### config.mk
export PLATFORM = sky130hd
export DESIGN_NAME = wb_queue
export DESIGN_NICKNAME = d
export VERILOG_FILES = /design/src/rtl/wb_queue_pkg.sv /design/src/rtl/wb_fifo.sv /design/src/rtl/wb_queue.sv
export SDC_FILE = /design/constraint.sdc
export NUM_CORES = 1
export LEC_CHECK = 0
export ABC_AREA = 1
export CAP_MARGIN = 0
export CELL_PAD_IN_SITES_DETAIL_PLACEMENT = 0
export CELL_PAD_IN_SITES_GLOBAL_PLACEMENT = 1
export CORE_MARGIN = 3
export CORE_UTILIZATION = 37
export CTS_CLUSTER_SIZE = 12
export DETAILED_ROUTE_END_ITERATION = 16
export PLACE_DENSITY = 0.89
export SYNTH_ARGS = -nofsm -noshare
export SYNTH_HDL_FRONTEND = slang
export SYNTH_SLANG_ARGS = --single-unit
export TNS_END_PERCENT = 10
### constraint.sdc
create_clock -name Clk -period 4.9 [get_ports Clk]
set_input_delay 1.47 -clock Clk [delete_from_list [all_inputs] [get_ports Clk]]
set_output_delay 1.47 -clock Clk [all_outputs]
set_load 0.05 [all_outputs]
### src/rtl/wb_queue_pkg.sv
// rtl/wb_queue_pkg.sv - shared widths, zero-register index and queue entry type
package wb_queue_pkg;

    localparam int WB_DATA_W = 64;
    localparam int WB_ADDR_W = 5;
    localparam int WB_ZR_IDX = 31;

    typedef struct packed {
        logic [WB_ADDR_W-1:0] rd;
        logic [WB_DATA_W-1:0] data;
    } wb_entry_t;

endpackage

### src/rtl/wb_fifo.sv
// rtl/wb_fifo.sv - in-order write-back FIFO with dual push, single pop and age-ordered view
module wb_fifo
    import wb_queue_pkg::*;
#(
    parameter  int DEPTH = 4,
    localparam int PTR_W = $clog2(DEPTH),
    localparam int CNT_W = PTR_W + 1
) (
    input  logic             clk,
    input  logic             rst_n,
    input  logic             push0,
    input  wb_entry_t        entry0,
    input  logic             push1,
    input  wb_entry_t        entry1,
    input  logic             pop,
    output wb_entry_t        head_entry,
    output wb_entry_t        view [DEPTH],
    output logic [CNT_W-1:0] count
);

    wb_entry_t        mem [DEPTH];
    logic [PTR_W-1:0] head;
    logic [PTR_W-1:0] tail;
    logic             pop_en;

    assign pop_en = pop && (count != '0);

    // push0 is always the older entry when both arrive together
    always_ff @(posedge clk) begin
        if (push0 && push1) begin
            mem[tail]              <= entry0;
            mem[tail + PTR_W'(1)]  <= entry1;
        end else if (push0) begin
            mem[tail] <= entry0;
        end else if (push1) begin
            mem[tail] <= entry1;
        end
    end

    always_ff @(posedge clk or negedge rst_n) begin
        if (!rst_n) begin
            head  <= '0;
            tail  <= '0;
            count <= '0;
        end else begin
            tail  <= tail + PTR_W'(push0) + PTR_W'(push1);
            if (pop_en) begin
                head <= head + PTR_W'(1);
            end
            count <= count + CNT_W'(push0) + CNT_W'(push1) - CNT_W'(pop_en);
        end
    end

    assign head_entry = mem[head];

    // view[0] is the oldest entry; only the first count slots are meaningful
    always_comb begin
        for (int i = 0; i < DEPTH; i++) begin
            view[i] = mem[head + PTR_W'(i)];
        end
    end

endmodule

### src/rtl/wb_queue.sv
// rtl/wb_queue.sv - write-back queue: enqueue filter, stall, retire register and bypass lookups
module wb_queue
    import wb_queue_pkg::*;
#(
    parameter  int DEPTH  = 4,
    parameter  int DATA_W = WB_DATA_W,
    parameter  int ADDR_W = WB_ADDR_W,
    parameter  int ZR_IDX = WB_ZR_IDX,
    localparam int CNT_W  = $clog2(DEPTH) + 1
) (
    input  logic              Clk,
    input  logic              Reset_n,
    input  logic              MemWrValid,
    input  logic [ADDR_W-1:0] MemRd,
    input  logic [DATA_W-1:0] MemData,
    input  logic              AluWrValid,
    input  logic [ADDR_W-1:0] AluRd,
    input  logic [DATA_W-1:0] AluData,
    output logic              Stall,
    output logic              RegWr,
    output logic [ADDR_W-1:0] RW,
    output logic [DATA_W-1:0] BusW,
    input  logic [ADDR_W-1:0] LookA,
    input  logic [ADDR_W-1:0] LookB,
    output logic              HitA,
    output logic              HitB,
    output logic [DATA_W-1:0] HitDataA,
    output logic [DATA_W-1:0] HitDataB,
    output logic [CNT_W-1:0]  Count
);

    wb_entry_t mem_entry;
    wb_entry_t alu_entry;
    wb_entry_t head_entry;
    wb_entry_t view [DEPTH];
    logic      mem_push;
    logic      alu_push;
    logic      pop;

    // two free slots whenever Stall is low, so a dual push can never overflow
    assign Stall    = (Count >= CNT_W'(DEPTH - 1));
    assign mem_push = MemWrValid && !Stall && (MemRd != ADDR_W'(ZR_IDX));
    assign alu_push = AluWrValid && !Stall && (AluRd != ADDR_W'(ZR_IDX));
    assign mem_entry = '{rd: MemRd, data: MemData};
    assign alu_entry = '{rd: AluRd, data: AluData};
    assign pop       = (Count != '0);

    wb_fifo #(.DEPTH(DEPTH)) u_fifo (
        .clk        (Clk),
        .rst_n      (Reset_n),
        .push0      (mem_push),
        .entry0     (mem_entry),
        .push1      (alu_push),
        .entry1     (alu_entry),
        .pop        (pop),
        .head_entry (head_entry),
        .view       (view),
        .count      (Count)
    );

    always_ff @(posedge Clk or negedge Reset_n) begin
        if (!Reset_n) begin
            RegWr <= 1'b0;
            RW    <= ADDR_W'(ZR_IDX);
            BusW  <= '0;
        end else begin
            RegWr <= pop;
            if (pop) begin
                RW   <= head_entry.rd;
                BusW <= head_entry.data;
            end
        end
    end

    // later matches overwrite earlier ones, so the youngest pending write wins
    function automatic logic [DATA_W:0] lookup(input logic [ADDR_W-1:0] addr);
        logic              hit;
        logic [DATA_W-1:0] data;
        hit  = 1'b0;
        data = '0;
        if (addr != ADDR_W'(ZR_IDX)) begin
            if (RegWr && (RW == addr)) begin
                hit  = 1'b1;
                data = BusW;
            end
            for (int i = 0; i < DEPTH; i++) begin
                if ((i < int'(Count)) && (view[i].rd == addr)) begin
                    hit  = 1'b1;
                    data = view[i].data;
                end
            end
        end
        return {hit, data};
    endfunction

    always_comb begin
        {HitA, HitDataA} = lookup(LookA);
        {HitB, HitDataB} = lookup(LookB);
    end

endmodule

==> results.toml <==
[outcome]
status = "finished clean"

[timing]
final.period_utilization = 0.999
slew_headroom = 0.321
fin_skew_ps = 29.2
maxSlewViolCount = 0
finalWorstSetupSlack_ps = 2.88
setup_tns_ps = 0
hold_violations = 0
timing.fmax_mhz = 204
finalSetupViolCount = 0
min_period_ps = 4900
worstMarginPinSlew_ps = 1020
rsz0062_at_grt = "true"

[setup_path]
crit_required_ps = 3430
cp_max_fo = 6
r2r_cells = 8
crit_arrival_ps = 3430
path_buf_inv = 7
crit_path_cell_trace = "dlygate4sd2_1 > buf_4 > xor2_1 > nor2_1 > nand3_2 > inv_8 > buf_12 > buf_16 > buf_4 > nor2_1 > a21oi_1 > buf_4"
endpoint_kind = "output port"
r2r-start = "u_fifo.count[0]"
crit_path_frequent_cell = "buf_4"
crit_type = "input pin to output port"
cp-startpoint = "LookB[3]"
crit_cells = 12
cpMaxStageDelayCell = "dlygate4sd2_1"
crit_path_start_kind = "input pin"
slowest_delay_ps = 260
crit_family = "buffers and inverters"

[synth]
synthCells = 4650
synth_mux_area_frac = 0.0238
synthAdderAreaFrac = 0.00331
synth_largest_area_cell = "edfxtp_1"
syn_area_mm2 = 0.0295
synth-compound-area-share = 0.175
ys_types = 37
synth-edff-count = 276
synth_xor_xnor_area_share = 0.00475
yosysWarnings = 0
yosysSeqAreaShare = 0.347
synthArstFlopShare = 0.218
yosys_most_used_dff = "edfxtp_1"
yosysMostFrequentCell = "nand2_1"
synth-simple-area-share = 0.339
synth_fp_nets = 4808
synth_top_family_by_area = "simple AND/OR/NAND/NOR gates"
synthTopCellsByCount = "1433 x nand2_1, 810 x o21ai_0, 552 x nor2_1"
synth_top_area_share = 0.281
avgSynthCellArea_um2 = 6.34
ys_ff_latch = 353
synthTopCellsByArea = "edfxtp_1 28%, nand2_1 18%, o21ai_0 14%"

[detailed_routing]
wire_per_inst_um = 20.3
highest_layer = "met4"
postRouteAntennaNets = 0
via_count = 32900
drt-total-wl_um = 123000
dr.pass1.iters = 6
wl_met1_um = 48700
wl_met2_um = 55700
wl_met3_um = 12000
drt-vias-per-instance = 5.44
drc = 0
drt_iter0_markers = 3538

[grt]
grt_max_degree = 173
first_global_vias = 29700
antenna_found_initial = 10
grt_overflow = 0
grtUsageTotal = 0.277
grt_pass1_wl_um = 178000

[place]
place_inst = 5885
dpl_worst_slack_ps = -414
gp_congestion = 0.909
hpwl_um = 78400
io_buffer_count = 355

[min_path]
hp-class = "register to register"
min_path_cells = 2
worstHoldStart = "RW[2]"

[floorplanning]
die_y_um = 288
core_mm2 = 0.0782
die_w_um = 288
fp-row-count = 102
die-area_mm2 = 0.0831
start_util = 0.377
boundaryPins = 356

[clock_tree]
cts-root-buf = "clkbuf_16"
max-clock-path-buffers = 3
clk_pin_slew_ps = 60
cts_tree = "done"
htreeDepth = 2
numClockSinks = 353
insertion_delay_ps = 590
cts_inserted_buffers = 45

[pwr]
p_leak_nw = 16.8
powerDensity_mw_per_mm2 = 753
peakVddDrop_mv = 0.564

[run]
max-cap-violations = 0

[final_layout]
fin_nets = 5120
area_growth_syn_to_layout_pct = 31.0
stdcell_count = 6048
drive_above_1_share = 0.142
per-layer routing:
metal,vias to the layer above,GRT usage
met5,-,0
met4,0,0.135
met3,304,0.0466
met2,1699,0.454
met1,15000,0.356
li1,15900,-
layout by cell type (no fill, tap or decap), types with 5 or more instances in the layout:
cell	netlist	layout
a21oi_1	137	48
a21oi_2	1	89
buf_12	0	95
buf_16	0	15
buf_4	15	205
buf_6	19	79
buf_8	0	8
clkbuf_1	158	14
clkbuf_16	0	58
clkdlybuf4s50_1	0	214
clkinv_1	1	7
clkinv_2	0	5
dfrtp_1	72	70
dfstp_2	5	5
diode_2	0	9
edfxtp_1	276	276
inv_1	357	347
inv_2	5	11
mux2i_1	70	70
nand2_1	1433	1427
nand3_1	247	231
nand3_2	0	9
nand3_4	0	7
nand4_1	134	134
nor2_1	552	534
nor2_2	0	9
nor2_4	0	9
o21ai_0	810	802
o21ai_1	64	66
o21ai_2	1	6
o22ai_1	10	5
or2_1	10	10
or2_2	55	55
xor2_1	15	14
metrics by stage:
| step | power, W | instance area [um^2] | hold WS, ps | util |
|---|---|---|---|---|
| after CTS | 0.0280 | 37600 | 525 | 0.481 |
| final | 0.0291 | 38600 | 527 | 0.494 |
| after global placement | 0.0236 | 35200 | 507 | 0.450 |
| after detailed placement | 0.0238 | 35200 | 516 | 0.450 |
| after global routing | 0.0308 | 38600 | 541 | 0.494 |
| after floorplan | 0.0171 | 29500 | 502 | - |
tightest hold or removal path, cell delays in order (launching register included):
cell	delay, ps
dfstp_2	390
nand2_1	60
o21ai_0	70
path summary, 6_finish.rpt:
path / endpoint / slack, ps
worst max register to register: u_fifo.mem[1][60] / 1870
worst min-delay path: RW[2] / 530
worst min register to register: RW[2] / 530
max in group asynchronous: BusW[42] / 3050
min in group asynchronous: BusW[62] / 890
worst max-delay path: HitDataB[9] / 3
cell families after synthesis:
logic type | count (synthesis)
adder cells (fa/ha/maj) | 6
flip-flops | 353
buffers and inverters | 740
AO/OA/AOI/OAI | 1024
multiplexers | 70
XOR/XNOR | 16
AND/OR/NAND/NOR | 2441
final cells by class:
class	instances	area [um^2]
inverters	365	1410
flip-flops and latches	353	10200
clock inverters	21	214
repair inverters	1	8.76
fillers	7629	39600
clock buffers	63	1260
multi-input cells	3559	16800
repair buffers	637	7360
diodes	9	22.5
well taps	1040	1300
repair_timing:
action,CTS,global route
buffers inserted,22,26
cloned,12,13
setup endpoints to repair,130,130
hold buffers,0,0
gates resized for setup,120,168
pin swaps,17,26
sequential cells by signal (all words and copies together) (netlist names):
| name | flops |
|---|---|
| u_fifo.head | 2 |
| BusW | 64 |
| u_fifo.mem | 276 |
| u_fifo.tail | 2 |
| RegWr | 1 |
| RW | 5 |
| u_fifo.count | 3 |
power breakdown:
group | internal (W) | switching (W)
Combinational | 0.00652 | 0.0143
Sequential | 0.00442 | 0.000512
Clock | 0.00200 | 0.00139
Total | 0.0129 | 0.0162
No activity file was read; power rests on OpenSTA's default activity.
